**config.mk**
```make
export PLATFORM = sky130hd
export DESIGN_NAME = reg_file_mp
export DESIGN_NICKNAME = d
export VERILOG_FILES = /design/src/rtl/reg_file_mp.sv
export SDC_FILE = /design/constraint.sdc
export NUM_CORES = 2
export LEC_CHECK = 0
export CELL_PAD_IN_SITES_DETAIL_PLACEMENT = 0
export CELL_PAD_IN_SITES_GLOBAL_PLACEMENT = 2
export CORE_MARGIN = 2
export CORE_UTILIZATION = 48
export CTS_CLUSTER_SIZE = 14
export DETAILED_ROUTE_END_ITERATION = 8
export DONT_BUFFER_PORTS = 1
export GPL_TIMING_DRIVEN = 0
export HOLD_SLACK_MARGIN = 0.05
export PLACE_DENSITY_LB_ADDON = 0.1
export SLEW_MARGIN = 25
export SYNTH_ARGS = -nofsm -noshare
export SYNTH_HDL_FRONTEND = slang
export SYNTH_SLANG_ARGS = --single-unit
```
**constraint.sdc**
```tcl
create_clock -name clock -period 5.02 [get_ports clock]
set_input_delay 0.502 -clock clock [delete_from_list [all_inputs] [get_ports clock]]
set_output_delay 0.502 -clock clock [all_outputs]
set_load 0.1 [all_outputs]
```
**src/rtl/reg_file_mp.sv**
```systemverilog
// -----------------------------------------------------------------------------
// reg_file_mp : parametrised multi-port register file
//
// Purpose
//   Register file with NUM_RD combinational read ports and two write ports.
//   Write port 1 has priority over port 0 on a same-address collision.
//   Entry 0 can be hardwired to zero (ZERO_REG). After every reset a
//   sequential walker loads each entry with its index (INIT_IDX=1) or with
//   zero (INIT_IDX=0), one entry per cycle. Writes are accepted only once
//   the walker has finished.
//
// Ports
//   clock     in   1            rising-edge clock
//   reset     in   1            synchronous active-high reset
//   rd_addr   in   NUM_RD*AW    read addresses, port k at [k*AW +: AW]
//   rd_data   out  NUM_RD*XLEN  read data, port k at [k*XLEN +: XLEN]
//   wr_en     in   2            write enables, bit p = write port p
//   wr_addr0  in   AW           port-0 write address
//   wr_data0  in   XLEN         port-0 write data
//   wr_addr1  in   AW           port-1 write address
//   wr_data1  in   XLEN         port-1 write data
//   ready     out  1            1 once init is complete
//   wr_clash  out  1            pulse: previous cycle both ports wrote one address
//
// Configuration macro
//   REG_FILE_BYPASS_EN : when defined, a read of an address being written in
//   the same cycle returns the write data (port 1 over port 0).
// -----------------------------------------------------------------------------
module reg_file_mp #(
    parameter int XLEN     = 32,
    parameter int NUM_REGS = 32,
    parameter int NUM_RD   = 2,
    parameter int ZERO_REG = 1,
    parameter int INIT_IDX = 1,
    localparam int AW      = $clog2(NUM_REGS)
) (
    input  logic                   clock,
    input  logic                   reset,
    input  logic [NUM_RD*AW-1:0]   rd_addr,
    output logic [NUM_RD*XLEN-1:0] rd_data,
    input  logic [1:0]             wr_en,
    input  logic [AW-1:0]          wr_addr0,
    input  logic [XLEN-1:0]        wr_data0,
    input  logic [AW-1:0]          wr_addr1,
    input  logic [XLEN-1:0]        wr_data1,
    output logic                   ready,
    output logic                   wr_clash
);

    typedef enum logic [0:0] {
        ST_INIT = 1'b0,
        ST_RUN  = 1'b1
    } state_e;

    localparam logic [AW-1:0] LAST_IDX = AW'(NUM_REGS - 1);

    state_e              state_q, state_d;
    logic [AW-1:0]       ptr_q, ptr_d;
    logic                clash_q, clash_d;
    logic [XLEN-1:0]     mem_q [NUM_REGS];

    logic                init_we_s;
    logic [XLEN-1:0]     init_val_s;
    logic                wr0_ok_s;
    logic                wr1_ok_s;
    logic [NUM_RD*XLEN-1:0] rd_data_s;

    // An address holds real storage: inside the depth and not the hardwired zero entry.
    function automatic logic addr_live(input logic [AW-1:0] a);
        logic in_range;
        logic is_zero;
        in_range = ({1'b0, a} < (AW+1)'(NUM_REGS));
        is_zero  = (ZERO_REG != 0) && (a == {AW{1'b0}});
        return in_range && !is_zero;
    endfunction

    assign ready      = (state_q == ST_RUN);
    assign wr_clash   = clash_q;
    assign wr0_ok_s   = ready && wr_en[0] && addr_live(wr_addr0);
    assign wr1_ok_s   = ready && wr_en[1] && addr_live(wr_addr1);
    assign init_val_s = (INIT_IDX != 0) ? XLEN'(ptr_q) : {XLEN{1'b0}};

    // Control state: FSM state, walker pointer and clash flag.
    always_ff @(posedge clock) begin
        if (reset) begin
            state_q <= ST_INIT;
            ptr_q   <= {AW{1'b0}};
            clash_q <= 1'b0;
        end else begin
            state_q <= state_d;
            ptr_q   <= ptr_d;
            clash_q <= clash_d;
        end
    end

    // Next-state logic: walker advances one entry per cycle, then RUN.
    always_comb begin
        state_d   = state_q;
        ptr_d     = ptr_q;
        clash_d   = 1'b0;
        init_we_s = 1'b0;
        case (state_q)
            ST_INIT: begin
                init_we_s = 1'b1;
                if (ptr_q == LAST_IDX) begin
                    state_d = ST_RUN;
                    ptr_d   = {AW{1'b0}};
                end else begin
                    ptr_d   = ptr_q + AW'(1);
                end
            end
            ST_RUN: begin
                // Dropped writes (zero entry, out of range) never raise the flag.
                clash_d = wr0_ok_s && wr1_ok_s && (wr_addr0 == wr_addr1);
            end
            default: begin
                state_d = ST_INIT;
                ptr_d   = {AW{1'b0}};
            end
        endcase
    end

    // Storage array: walker writes in INIT, ports write in RUN (port 1 last, so it wins).
    always_ff @(posedge clock) begin
        if (!reset) begin
            if (init_we_s) begin
                mem_q[ptr_q] <= init_val_s;
            end else begin
                if (wr0_ok_s) begin
                    mem_q[wr_addr0] <= wr_data0;
                end
                if (wr1_ok_s) begin
                    mem_q[wr_addr1] <= wr_data1;
                end
            end
        end
    end

    // Read ports: zero while not ready or for non-live addresses, else stored/bypassed data.
    always_comb begin : read_mux
        logic [AW-1:0]   a;
        logic [XLEN-1:0] v;
        rd_data_s = {(NUM_RD*XLEN){1'b0}};
        a         = {AW{1'b0}};
        v         = {XLEN{1'b0}};
        for (int k = 0; k < NUM_RD; k++) begin
            a = rd_addr[k*AW +: AW];
            if (ready && addr_live(a)) begin
                v = mem_q[a];
`ifdef REG_FILE_BYPASS_EN
                if (wr0_ok_s && (wr_addr0 == a)) begin
                    v = wr_data0;
                end else begin
                    v = v;
                end
                if (wr1_ok_s && (wr_addr1 == a)) begin
                    v = wr_data1;
                end else begin
                    v = v;
                end
`endif
            end else begin
                v = {XLEN{1'b0}};
            end
            rd_data_s[k*XLEN +: XLEN] = v;
        end
    end

    assign rd_data = rd_data_s;

endmodule

```
==> summary.txt <==
Timing
  – Final worst slack: -0.1831 ns
  – RSZ-0062 raised after global routing: false
  – Final hold vios: 0
  – Fin crit period: 5.203 ns
  – Final Max Tran Viols: 0
  – Slew headroom: 19.01%
  – Final setup vio count: 8
  – Fin crit share: 103.6%
  – Clk_skew: 0.02189 ns
  – Max Freq: 192.2 MHz
  – Worst Tran Pin Value: about 1.2 ns

Hold path
  – Min-delay src: reset
  – WHS Path Cells: 2
  – Class of the worst hold path: input pin to register
  – WHS Endpoint: ready$_SDFF_PP0_

Worst setup path
  – Worst EP required: between 4 and 5 ns
  – Maximum fanout along the worst path: 10
  – CP arrival: ~4.7 ns
  – Worst path max stage delay: 0.84 ns
  – Crit path launch type: register
  – RR Endpoint: mem_q[19][18]$_DFFE_PP_
  – Reg2reg path depth: 6
  – Worst R2R Setup Slack: roughly 0.80 ns
  – Worst-path cell chain: nor3b_2, nor3b_2, buf_2, a22oi_1, nand4_1, buf_16
  – Crit-path most repeated cell: nor3b_2
  – RR Startpoint: ready$_SDFF_PP0_
  – Slowest CP cell: nor3b_2
  – Critical path type: register to primary output
  – CP Capture Type: primary output

Detailed routing
  – Mean routed wirelength per cell: 46.62 µm
  – Initial DRC count: 7832
  – DRC Markers: 0
  – DRT Wirelength: 294500 µm
  – DR vias/cell: 7.315
  – Pre-antenna DRT Iters: 8
  – Via count: 46210
  – Post-DRT Antenna Nets: 0

Layout
  – Nets@finish: 4657
  – Filler cell count: slightly above 10000
  – Layout area overhead: 18.57%
  – Most common cell after layout, fill and taps aside: mux2_2
  – Post-route cell area: 72500 µm²
  – Fraction of layout cells with a size suffix above 1: 47.03%
  – Most frequent cells in the layout: mux2_2 (1182), edfxtp_1 (1024), mux2i_1 (262), mux4_2 (252), buf_2 (234)
  – Final core occ: 57.51%

CTS
  – CTS H-tree lvls: 3
  – CTS tree: done
  – Root Buffer: clkbuf_16
  – Sink Count: 1031
  – Worst-Skew Late Latency: 0.80 ns
  – TritonCTS Buffers: between 100 and 150
  – Max clock buf depth: 3
  – Reg clk slew, reported paths: 0.06 ns

Placed design
  – Detailed Place HPWL: 210200 µm
  – Placed cell areas: 68330 µm²
  – GPL Wtd Cong: 0.9945
  – Port-buffer cells: 0

Floorplan
  – Die W: 360.9 µm
  – Num ports: 154
  – Die Ht: 360.9 µm
  – Die area: 130200 µm²
  – Site Rows: 130
  – Starting Density: 48.50%
  – Area of the core: 126100 µm²

Pwr
  – Cell Pwr Density: 274.9 nW/µm²
  – Max IR drop VDD: approximately 0.00031 V
  – Leak pwr: 27.66 nW
  – Total power draw: 19.93 mW

Synth
  – Mapped Nets: ~4300
  – Syn_area_per_cell: 14.43 µm²
  – Count of state elements after synthesis: 1031
  – Post-synthesis cell count: 4237
  – Seq/Total Area, Yosys: 50.52%
  – Number of synthesized flops with an enable pin: 1024
  – Ys Warns: 0
  – Post-synthesis cell area: around 61000 µm²
  – Asr flop ratio synth: 0%
  – Main synth FF type: edfxtp_1
  – Synth unique cells: 52

Global routing
  – GRT Overall Usage: 44.58%
  – Largest net degree at the start of global routing: 17
  – Via count of the first global-routing pass: ~45000
  – First-pass GRT wire length: around 400000 µm
  – Initial antenna violation count: 18
  – Final global-route overflow total: 0

Status
  – Failing checks: negative setup slack
  – Outcome: complete, but fails checks

Flow run
  – Max-cap check violation count: 0
-- registers in the layout (all words and copies together) (netlist names) --
name and flops:
mem_q 1024, ptr_q 5, ready 1, wr_clash 1
-- report_power, final --
| group | switching, mW | leakage, nW | internal, mW |
|---|---|---|---|
| sequential | 0.0233 | 10.7 | 9.40 |
| clock | 3.87 | 1.86 | 4.97 |
| combinational | 1.12 | 15.1 | 0.554 |
-- cells in the mapped netlist, types with 27 or more instances --
| library cell | count | area [µm²] |
|---|---|---|
| nor2_1 | 35 | 131.4 |
| nand3_1 | 104 | 520.5 |
| o21ai_0 | 77 | 385.4 |
| edfxtp_1 | 1024 | 30750 |
| clkbuf_2 | 27 | 135.1 |
| mux2i_1 | 262 | 2623 |
| nor2b_1 | 74 | 462.9 |
| and2_1 | 31 | 193.9 |
| o22ai_1 | 86 | 538.0 |
| nand2_1 | 47 | 176.4 |
| buf_2 | 226 | 1131 |
| a211oi_1 | 65 | 488.0 |
| nand4_1 | 68 | 425.4 |
| mux2_2 | 1182 | 13310 |
| mux4_2 | 252 | 5675 |
| or3_1 | 32 | 200.2 |
| a22oi_1 | 223 | 1674 |
| clkbuf_1 | 255 | 957.2 |
| o31a_1 | 36 | 315.3 |
-- worst max-delay path by stage --
stage / startpoint / endpoint / cells past startpoint
2_1_floorplan: ready$_SDFF_PP0_ / mem_q[2][0]$_DFFE_PP_ / 6
3_3_place_gp: ready$_SDFF_PP0_ / mem_q[12][14]$_DFFE_PP_ / 5
3_5_place_dp: ready$_SDFF_PP0_ / rd_data[28] / 9
4_1_cts: ready$_SDFF_PP0_ / rd_data[13] / 6
5_1_grt: ready$_SDFF_PP0_ / rd_data[14] / 8
6_report: ready$_SDFF_PP0_ / rd_data[13] / 6
-- per-layer routing --
| layer | vias up | share of wire (%) | global-route usage [%] |
|---|---|---|---|
| met3 | 1039 | 13 | 14.81 |
| met4 | 20 | 8.4 | 30.74 |
| met1 | 23710 | 36 | 55.87 |
| li1 | 17660 | - | - |
| met5 | - | 0.046 | 0 |
| met2 | 3785 | 43 | 65.31 |
-- metrics by stage --
step | hold slack (ns) | worst slack [ns] | cells | TNS (ns)
after CTS | 0.09436 | 0.01435 | 6313 | 0
after detailed placement | 0.6199 | 0.2432 | 6064 | 0
final | 0.1003 | -0.1831 | 6317 | -0.4149
after floorplan | 0.5164 | 0.2660 | 4237 | 0
after global routing | 0.1388 | 0.01854 | 6313 | 0
after global placement | 0.6034 | -5.608 | 5887 | -3304.41
-- area by class of cell --
type                       count  area, µm²  area share, %
sequential                  1031      30890          42.61
multi-input combinational   2666      28320          39.06
timing repair buffer         212       4925          6.793
clock buffer                 135       2995          4.132
buffer                       535       2489          3.433
tap                         1650       2064          2.848
clock inverter                80      787.0          1.086
inverter                       4      15.01        0.02071
antenna                        4      10.01        0.01381
-- worst max-delay path: cells and delay by family, from the launching register on --
kind,cells,cell delay [ns]
AO/OA/AOI/OAI,1,0.25
flip-flops,1,0.72
buffers and inverters,2,0.99
AND/OR/NAND/NOR,3,1.93
-- kinds of logic (layout without fill, tap and decap cells) --
logic type	count (synthesis)	after routing	synth area share, %
buffers and inverters	540	966	3.913
AOI/OAI and AO/OA	504	504	5.757
xor gates and xnor gates	4	4	0.05731
and+or+nand+nor	450	450	4.185
DFF	1031	1031	50.52
adders and majority gates	2	2	0.04092
other	0	4	0
muxes	1706	1706	35.53
-- what timing repair did --
| item | CTS | global route |
|---|---|---|
| setup buffers | 0 | 0 |
| endpoints found under the setup margin | 47 | 0 |
| hold buffers | 35 | 0 |
| hold endpoints to repair | 33 | 0 |
| resized for setup | 8 | 0 |
Note: power is estimated with default switching activity, not from simulation.
